$ cat config.mk
export PLATFORM = sky130hd
export DESIGN_NAME = spi_mstr_param
export DESIGN_NICKNAME = d
export VERILOG_FILES = /design/src/rtl/spi_mstr_param.sv
export SDC_FILE = /design/constraint.sdc
export NUM_CORES = 1
export LEC_CHECK = 0
export ABC_AREA = 1
export BUFFER_PORTS_ARGS = -buffer_cell sky130_fd_sc_hd__buf_2
export CORE_MARGIN = 4
export CORE_UTILIZATION = 60
export DETAILED_ROUTE_END_ITERATION = 7
export HOLD_SLACK_MARGIN = 0.02
export PLACE_DENSITY = 0.83
export SLEW_MARGIN = 20
export SYNTH_ARGS = -nofsm -noshare
export SYNTH_HDL_FRONTEND = slang
export SYNTH_SLANG_ARGS = --single-unit
$ cat constraint.sdc
create_clock -name clk -period 2.85 [get_ports clk]
set_input_delay 0.57 -clock clk [delete_from_list [all_inputs] [get_ports clk]]
set_output_delay 0.57 -clock clk [all_outputs]
set_load 0.05 [all_outputs]
$ cat src/rtl/spi_mstr_param.sv
// ============================================================================
// spi_mstr_param : parametrised full-duplex SPI master, runtime CPOL/CPHA
// Revision 1.0
// ============================================================================
`default_nettype none

module spi_mstr_param #(
    parameter int DATA_W    = 16,
    parameter int HALF_PER  = 16,
    parameter int SETUP_CYC = 8,
    parameter int NUM_SS    = 1
) (
    input  logic                                             clk,
    input  logic                                             rst_n,
    input  logic                                             wrt,
    input  logic [DATA_W-1:0]                                cmd,
    input  logic [((NUM_SS > 1) ? $clog2(NUM_SS) : 1)-1:0]   ss_sel,
    input  logic                                             cpol,
    input  logic                                             cpha,
    input  logic                                             MISO,
    output logic                                             SCLK,
    output logic                                             MOSI,
    output logic [NUM_SS-1:0]                                SS_n,
    output logic                                             busy,
    output logic                                             done,
    output logic [DATA_W-1:0]                                rd_data
);

    localparam int SS_W    = (NUM_SS > 1) ? $clog2(NUM_SS) : 1;
    localparam int CNT_MAX = (HALF_PER > SETUP_CYC) ? HALF_PER : SETUP_CYC;
    localparam int CNT_W   = $clog2(CNT_MAX + 1);
    localparam int BIT_W   = $clog2(DATA_W);

    localparam logic [CNT_W-1:0] c_HALF_LAST  = CNT_W'(HALF_PER - 1);
    localparam logic [CNT_W-1:0] c_SETUP_LAST = CNT_W'(SETUP_CYC - 1);
    localparam logic [BIT_W-1:0] c_BIT_LAST   = BIT_W'(DATA_W - 1);

    typedef enum logic [1:0] {
        S_IDLE  = 2'd0,
        S_SETUP = 2'd1,
        S_XFER  = 2'd2,
        S_HOLD  = 2'd3
    } state_t;

    state_t              r_state;
    logic [CNT_W-1:0]    r_cnt;
    logic [BIT_W-1:0]    r_bit;
    logic                r_lead;     // 1 once the leading edge of the current bit has happened
    logic                r_cpha;
    logic                r_sclk;
    logic                r_busy;
    logic                r_done;
    logic [NUM_SS-1:0]   r_ss_n;
    logic [DATA_W-1:0]   r_shift;
    logic [DATA_W-1:0]   r_rx;
    logic [DATA_W-1:0]   r_rd;
    logic [NUM_SS-1:0]   w_ss_dec;

    // An out-of-range index matches no line, so no slave is selected.
    always_comb begin
        w_ss_dec = '1;
        for (int i = 0; i < NUM_SS; i++) begin
            if (ss_sel == SS_W'(i)) begin
                w_ss_dec[i] = 1'b0;
            end
        end
    end

    always_ff @(posedge clk or negedge rst_n) begin
        if (!rst_n) begin
            r_state <= S_IDLE;
            r_cnt   <= '0;
            r_bit   <= '0;
            r_lead  <= 1'b0;
            r_cpha  <= 1'b0;
            r_sclk  <= 1'b0;
            r_busy  <= 1'b0;
            r_done  <= 1'b0;
            r_ss_n  <= '1;
            r_shift <= '0;
            r_rx    <= '0;
            r_rd    <= '0;
        end else begin
            case (r_state)
                S_IDLE: begin
                    if (wrt) begin
                        r_shift <= cmd;
                        r_ss_n  <= w_ss_dec;
                        r_sclk  <= cpol;
                        r_cpha  <= cpha;
                        r_busy  <= 1'b1;
                        r_done  <= 1'b0;
                        r_cnt   <= '0;
                        r_bit   <= '0;
                        r_lead  <= 1'b0;
                        r_state <= S_SETUP;
                    end
                end
                S_SETUP: begin
                    if (r_cnt == c_SETUP_LAST) begin
                        r_cnt   <= '0;
                        r_state <= S_XFER;
                    end else begin
                        r_cnt <= r_cnt + 1'b1;
                    end
                end
                S_XFER: begin
                    if (r_cnt == c_HALF_LAST) begin
                        r_cnt  <= '0;
                        r_sclk <= ~r_sclk;
                        if (!r_lead) begin
                            r_lead <= 1'b1;
                            if (!r_cpha) begin
                                r_rx <= {r_rx[DATA_W-2:0], MISO};
                            end else if (r_bit != '0) begin
                                r_shift <= {r_shift[DATA_W-2:0], 1'b0};
                            end
                        end else begin
                            r_lead <= 1'b0;
                            if (r_cpha) begin
                                r_rx <= {r_rx[DATA_W-2:0], MISO};
                            end else if (r_bit != c_BIT_LAST) begin
                                r_shift <= {r_shift[DATA_W-2:0], 1'b0};
                            end
                            if (r_bit == c_BIT_LAST) begin
                                r_state <= S_HOLD;
                            end else begin
                                r_bit <= r_bit + 1'b1;
                            end
                        end
                    end else begin
                        r_cnt <= r_cnt + 1'b1;
                    end
                end
                S_HOLD: begin
                    if (r_cnt == c_SETUP_LAST) begin
                        r_ss_n  <= '1;
                        r_rd    <= r_rx;
                        r_done  <= 1'b1;
                        r_busy  <= 1'b0;
                        r_cnt   <= '0;
                        r_state <= S_IDLE;
                    end else begin
                        r_cnt <= r_cnt + 1'b1;
                    end
                end
                default: r_state <= S_IDLE;
            endcase
        end
    end

    assign SCLK    = r_sclk;
    assign MOSI    = r_shift[DATA_W-1];
    assign SS_n    = r_ss_n;
    assign busy    = r_busy;
    assign done    = r_done;
    assign rd_data = r_rd;

endmodule

`default_nettype wire

==> impl_metrics.toml, run 1 <==
[status]
status = "complete, no violations"

[worst_setup_path]
crit_top_cell = "nand2_1"
reg2reg_depth = 7
setup.worst_path.end = "r_shift[14]"
cp.required_ps = 3080
worstPathCellList = "inv_1 > ha_1 > buf_4 > a21oi_4 > nand2_4 > nand2_1 > nand2_1"
crit_type = "flop to flop"
critical_path_arrival_ps = 2320
cpPeakStageDelay_ps = 580
critPathCaptureType = "flop"
cp_slowest_cell = "a21oi_4"
startpoint = "r_state[0]"
reg2reg_slack_ps = 760
worstReg2RegEnd = "r_shift[14]"
worstSetupStartpointType = "flop"
path_max_fanout = 27
r2r_start = "r_state[0]"

[clocking]
cts_tree = "yes"
clk_pin_slew_ps = 70
ctsHoldBuffers = 0
clkSinkCount = 65
ctsRootBufferMaster = "clkbuf_8"
clkLatencyLatePin_ps = 340
htreeDepth = 3
post_cts_buffers = 0
cts_made_buffers = 9
cts_resized = 0
clock_path_buffers = 2

[timing]
setup_violations = 0
max_freq_mhz = 479.0
rsz0062_at_grt = "false"
hold_violations = 0
min_period_ps = 2088
max_slew.worst_pin.slew_ps = 780.6
skew_ps = 8.137
min_period_over_period_pct = 73.25
max_slew_margin_pct = 47.96
fin_setup_tns_ps = 0
slew_violations = 0

[synth]
synth_edf_count = 0
yosys_warnings = 0
avgSynthCellArea_um2 = 8.197
synth-seq-area-share_pct = 52.40
synthTopCellsByArea = "dfrtp_1 (52%), nand2_1 (18%), o21ai_0 (6.6%), ha_1 (4.4%), nand3_1 (4.2%)"
synth_ff_type = "dfrtp_1"
syn_nets = 413
yosysMostFrequentCell = "nand2_1"
ys_top_cells_by_count = "nand2_1 (149), dfrtp_1 (64), o21ai_0 (41)"
syn_inst = 379
netlist_area_mm2 = 0.003107
synth_top_area_cell = "dfrtp_1"
ys_types = 29
async_reset_ff_share_pct = 100.0
yosys_register_bits = 65
synth_top_area_share_pct = 51.55

[job]
maxCapViolations = 0

[global_route]
antenna_found_initial = 0
grt-ovfl-total = 0
grt_pass1_wl_um = 9791
grt_pass1_vias = 2319
grt_max_degree = 66
grt_usage_pct = 19.45

[finish]
diodes = 0
layout-drive-gt1-share_pct = 17.56
utilization_pct = 72.92
fillers = 390
nets = 456
syn_to_final_growth_pct = 14.54

[route]
via_per_inst = 5.061
drt-total-wl_um = 5832
initialDrtViolationCount = 158
drcViolationCount = 0
routed-via-count = 2500
wl_per_cell_um = 11.81
firstDrtPassIters = 4
ant_nets = 0

[die]
core_mm2 = 0.004880
initial_utilization_pct = 63.67
num_rows = 25
fp.dieH_um = 79.96
die_area_mm2 = 0.006393
dieWidth_um = 79.96
io_pins = 44

[place]
hpwlAfterDp_um = 3925
gp_congestion = 0.8357
portBuffers = 43

[hold_path]
worstHoldPathType = "primary input to asynchronous set/reset pin"

[power]
pwr_density_cell_mw_per_mm2 = 905.3
power_leakage_uw = 0.001922
ir_worst_vdd_uv = 494.2
-- layer usage --
metal	up-vias	GRT usage, %	part of all wire, %
met3	13	3.386	3.6
met5	-	0	0
li1	1276	-	-
met1	1167	25.43	49
met2	44	31.29	46
met4	0	9.459	2.0
-- how the worst min path moves through the flow --
stage,end,depth (start not counted),slack [ps],start
floorplan,SCLK,0,270,rst_n
global placement,SS_n,2,450,SS_n
detailed placement,r_shift[12],2,460,r_shift[12]
CTS,r_shift[0],2,420,rst_n
global route,r_cpha,3,450,cpha
finish,r_cnt[3],2,390,rst_n
-- worst max-delay path, delay by kind of cell (launching register included) --
family,cells,cell delay [ps]
AO/OA/AOI/OAI,1,580
flip-flops,1,410
AND/OR/NAND/NOR,3,390
buffers and inverters,2,350
adder cells (fa/ha/maj),1,240
-- through the flow --
step | area (um2) | setup slack, ps | hold WS (ps) | total power, uW | cells
floorplan | 3107 | 1213 | 274.4 | 2230 | 379
global placement | 3344 | 827.1 | 450.1 | 2382 | 478
detailed placement | 3344 | 794.6 | 459.1 | 2413 | 478
CTS | 3558 | 771.5 | 421.1 | 3239 | 494
global route | 3558 | 603.7 | 451.7 | 3445 | 494
finish | 3558 | 762.3 | 386.5 | 3221 | 494
-- sequential cells by signal, indices dropped and copies added (netlist names) --
register  count
r_cpha        1
r_shift      16
SS_n          1
rd_data      16
done          1
r_lead        1
r_rx         16
r_bit         4
r_cnt         5
busy          1
SCLK          1
r_state       2
-- cells in the final DEF (no fill, tap or decap) --
master and n:
o221ai_1 1, a21oi_4 1, inv_1 34, nor2_4 1
or2_2 3, nand4_2 1, nand4_1 2, o22ai_1 1
mux2_2 1, nor3_1 1, dfrtp_1 64, nand3_1 26
inv_4 1, a21oi_1 3, nand2_1 149, xor2_1 1
o21ai_0 41, bufinv_16 1, nor2_2 1, nor2_1 16
nand3b_1 1, ha_1 11, buf_2 43, inv_2 1
inv_6 1, a31oi_1 1, dfstp_2 1, nand2_4 1
clkbuf_8 11, buf_4 4, clkinv_4 1, clkinvlp_4 2
-- cell type report --
cell class | count | area, um2 | share of cell area (%)
flip-flops and latches | 65 | 1628 | 45.75
multi-input cells | 263 | 1250 | 35.13
repair buffers | 47 | 245.2 | 6.892
clock buffers | 11 | 151.4 | 4.255
inverters | 36 | 137.6 | 3.868
well taps | 67 | 83.83 | 2.356
clock inverters | 5 | 62.56 | 1.758
-- kinds of logic after synthesis --
| group | Yosys count | share of synthesized area [%] |
|---|---|---|
| adder cells (fa/ha/maj) | 11 | 4.430 |
| multiplexers | 1 | 0.3624 |
| XOR/XNOR | 1 | 0.2820 |
| AND/OR/NAND/NOR | 202 | 26.86 |
| buffers and inverters | 51 | 7.370 |
| AO/OA/AOI/OAI | 48 | 8.297 |
| flip-flops | 65 | 52.40 |
-- power by group --
group / internal [uW] / total [uW] / switching (uW)
Sequential: 1120 / 1250 / 129
Clock: 456 / 817 / 361
Combinational: 346 / 1160 / 811
Total: 1920 / 3220 / 1300
Note: power is estimated with default switching activity, not from simulation.
==> run 2: changes to the inputs <==
- ABC_AREA: 1 -> 0
- CORE_UTILIZATION: 60 -> 57
- PLACE_DENSITY: 0.83 -> 0.79
- clock period: 2.85 -> 2 ns (I/O delays scaled with it)
==> impl_metrics.toml, run 2 <==
[clocking]
clock_path_buffers = 2
ctsHoldBuffers = 0
cts_made_buffers = 9
htreeDepth = 3
clk_pin_slew_ps = 70
clkLatencyLatePin_ps = 350
ctsRootBufferMaster = "clkbuf_8"
cts_resized = 0
clkSinkCount = 65
post_cts_buffers = 0
cts_tree = "yes"

[worst_setup_path]
critPathCaptureType = "flop"
cp.required_ps = 2230
path_max_fanout = 5
critical_path_arrival_ps = 2160
reg2reg_depth = 5
crit_type = "flop to flop"
worstSetupStartpointType = "flop"

[synth]
synthTopCellsByArea = "dfrtp_1 (51%), mux2_2 (12%), ha_1 (4.4%), o22ai_1 (3.6%), a221oi_1 (2.5%)"
ys_types = 49
synth_top_area_share_pct = 50.91
synth_ff_type = "dfrtp_1"
synth_edf_count = 0
syn_inst = 266
netlist_area_mm2 = 0.003146
avgSynthCellArea_um2 = 11.83
yosys_register_bits = 65
ys_top_cells_by_count = "dfrtp_1 (64), mux2_2 (34), o22ai_1 (18)"
yosys_warnings = 0
synth_top_area_cell = "dfrtp_1"
syn_nets = 300
async_reset_ff_share_pct = 100.0
yosysMostFrequentCell = "dfrtp_1"
synth-seq-area-share_pct = 51.75

[die]
fp.dieH_um = 82.29
dieWidth_um = 82.29
initial_utilization_pct = 60.06
num_rows = 26
die_area_mm2 = 0.006771
io_pins = 44
core_mm2 = 0.005238

[global_route]
antenna_found_initial = 0
grt_max_degree = 66
grt_pass1_wl_um = 10840
grt_usage_pct = 21.49
grt-ovfl-total = 0
grt_pass1_vias = 2277

[route]
drcViolationCount = 0
routed-via-count = 2327
drt-total-wl_um = 6450
via_per_inst = 5.876
wl_per_cell_um = 16.29
ant_nets = 0
initialDrtViolationCount = 160
firstDrtPassIters = 4

[timing]
fin_setup_tns_ps = 0
min_period_over_period_pct = 96.68
rsz0062_at_grt = "false"
min_period_ps = 1934
max_slew_margin_pct = 71.02
setup_violations = 0
max_slew.worst_pin.slew_ps = 433.2
hold_violations = 0
skew_ps = 6.372
whs_ps = 55.72
max_freq_mhz = 517.1
slew_violations = 0

[finish]
final_common_cell = "dfrtp_1"
syn_to_final_growth_pct = 20.09
layout_common_cells = "dfrtp_1 (64), buf_2 (43), mux2_2 (34)"
nets = 355
diodes = 0
utilization_pct = 72.12
layout-drive-gt1-share_pct = 38.04
final_cells = 396

[place]
portBuffers = 43
dp.cells = 380
gp_congestion = 0.8114
hpwlAfterDp_um = 4336

[status]
status = "complete, no violations"

[job]
maxCapViolations = 0

[power]
pwr_density_cell_mw_per_mm2 = 1383
ir_worst_vdd_uv = 842.0
power_leakage_uw = 0.001852

[hold_path]
worstHoldPathType = "primary input to asynchronous set/reset pin"
run 2: critical path: stages, from the launching register on:
cell	delay, ps
dfrtp_1	410
ha_1	330
nand4b_4	130
or3_1	410
a21oi_2	190
mux2_1	350
run 2: final timing paths:
path,start,end,slack (ps)
worst max-delay path,r_cnt[0],r_state[1],70
worst min-delay path,rst_n,r_bit[3],60
worst max register to register,r_cnt[0],r_state[1],70
worst min register to register,rd_data[7],rd_data[7],500
max in group asynchronous,rst_n,SS_n,1650
min in group clk,cpha,r_cpha,280
run 2: per-layer routing:
layer / global-route usage, % / share of wire (%)
met1: 30.20 / 45
met4: 11.13 / 1.9
met5: 0 / 0
met3: 5.423 / 6.7
met2: 30.69 / 47
run 2: final cells by class:
type                       instances  area (um2)
inverter                          12       45.04
tap                               70       87.58
multi-input combinational        174        1401
clock inverter                     6       115.1
sequential                        65        1628
timing repair buffer              59       372.9
clock buffer                      10       127.6
fill                             359        1460
run 2: metrics by stage:
stage	worst slack, ps	area, um2	power (uW)
floorplan	117.9	3146	3291
global placement	124.2	3523	3761
detailed placement	94.85	3523	3839
CTS	65.98	3766	5225
global route	5.860	3777	5566
finish	66.31	3777	5223
run 2: logic make-up (layout without fill, tap and decap cells):
family	Yosys count	count (layout)	synth area share, %
mux	37	37	13.33
flops	65	65	51.75
fa+ha+maj	11	11	4.375
simple gates	58	58	11.42
buf+inv	27	87	4.057
compound gates	67	67	14.80
xor+xnor	1	1	0.2785
run 2: power by group:
| part | internal (uW) | switching [uW] | total, uW |
|---|---|---|---|
| registers | 1610 | 243 | 1860 |
| logic | 882 | 1120 | 2010 |
| clock network | 834 | 525 | 1360 |
==> run 3: changes to the inputs <==
- ABC_AREA: 0 -> 1
- REMOVE_ABC_BUFFERS: default -> 1
==> impl_metrics.toml, run 3 (synthesized netlist as in run 1, its figures left out) <==
[status]
status = "complete, no violations"

[clocking]
cts_resized = 0
cts_tree = "yes"
clk_pin_slew_ps = 70
post_cts_buffers = 0
cts_made_buffers = 9
ctsRootBufferMaster = "clkbuf_8"
htreeDepth = 3
clkLatencyLatePin_ps = 340
clock_path_buffers = 2
ctsHoldBuffers = 0
clkSinkCount = 65

[finish]
fillers = 407
multiInputGateArea_mm2 = 0.001250
nets = 464
layout-drive-gt1-share_pct = 18.62
diodes = 0
utilization_pct = 70.41
layout_common_cells = "nand2_1 (149), dfrtp_1 (64), buf_2 (43)"
final_common_cell = "nand2_1"
syn_to_final_growth_pct = 17.96
seq_area_mm2 = 0.001628

[global_route]
grt-ovfl-total = 0
grt_usage_pct = 21.12
antenna_found_initial = 0
grt_max_degree = 43
grt_pass1_vias = 2520
grt_pass1_wl_um = 10740

[place]
portBuffers = 43
hpwlAfterDp_um = 4208
place_ws_ps = 196.2
gp_congestion = 0.8179

[die]
core_mm2 = 0.005205
fp.dieH_um = 81.83
num_rows = 26
die_area_mm2 = 0.006695
dieWidth_um = 81.83
io_pins = 44
initial_utilization_pct = 59.69

[timing]
rsz0062_at_grt = "false"
max_freq_mhz = 555.2
slew_violations = 0
setup_violations = 0
max_slew_margin_pct = 62.33
hold_violations = 0
worst_slack_ps = 198.8
fin_setup_tns_ps = 0
max_slew.worst_pin.slew_ps = 565.1
whs_ps = 51.52
min_period_ps = 1801
min_period_over_period_pct = 90.06
skew_ps = 10.30

[hold_path]
worstHoldPathType = "primary input to asynchronous set/reset pin"

[worst_setup_path]
cpPeakStageDelay_ps = 400
cp_slowest_cell = "dfrtp_1"
crit_type = "flop to flop"
crit_top_cell = "nand2_1"
critical_path.top_delay_family = "simple AND/OR/NAND/NOR gates"
cp.required_ps = 2230
worstSetupStartpointType = "flop"
path_buf_inv = 2
path_max_fanout = 16
critical_path_arrival_ps = 2030
critPathCaptureType = "flop"
worstPathCellList = "inv_1 > ha_1 > buf_4 > nand4_1 > nor2_1 > nor2_4 > nand2_4 > nand2_1 > nand2_1"

[route]
drt-total-wl_um = 6035
routed-via-count = 2505
ant_nets = 0
wl_per_cell_um = 11.95
firstDrtPassIters = 5
drcViolationCount = 0
via_per_inst = 4.960
initialDrtViolationCount = 217

[power]
power_leakage_uw = 0.001983
pwr_density_cell_mw_per_mm2 = 1341
ir_worst_vdd_uv = 640.7
p_total_uw = 4914

[job]
maxCapViolations = 0
## run 3: changes by cell type in the layout (fill, tap and decap cells not counted), sizes merged, moves of 5 or more
cell,previous run,this run
nand2b,5,0
mux2,36,1
nand3,7,26
o22ai,18,1
inv,13,37
a221oi,9,0
a21oi,11,4
o21ai,9,41
nand2,13,150
## run 3: path summary, 6_finish.rpt
kind | slack [ps] | depth (start not counted) | endpoint | from
max | 200 | 9 | r_shift[9] | r_state[0]
min | 50 | 1 | r_lead | rst_n
max reg2reg | 200 | 9 | r_shift[9] | r_state[0]
min reg2reg | 460 | 2 | SS_n | SS_n
max in group asynchronous | 1340 | 2 | r_state[0] | rst_n
min in group clk | 290 | 3 | r_cpha | cpha
## run 3: area by class of cell
type / count / share of cell area, %
multi-input combinational: 263 / 34.11
timing repair buffer: 55 / 8.672
tap: 70 / 2.390
clock inverter: 4 / 2.697
inverter: 36 / 3.756
sequential: 65 / 44.42
clock buffer: 12 / 3.960
## run 3: power by group
part,total (uW),switching [uW],internal (uW)
Clock,1350,486,868
Combinational,1790,1200,594
Sequential,1770,170,1600
## run 3: stage by stage
stage / cells / instance area (um2)
global route: 505 / 3665
detailed placement: 489 / 3421
global placement: 489 / 3421
finish: 505 / 3665
floorplan: 364 / 3015
CTS: 505 / 3665
## run 3: routing by layer
layer / global-route usage (%) / vias to the layer above / share of wire [%]
li1: - / 1289 / -
met1: 26.25 / 1142 / 46
met2: 34.49 / 60 / 47
met3: 4.167 / 14 / 5.1
met4: 11.79 / 0 / 2.4
met5: 0 / - / 0
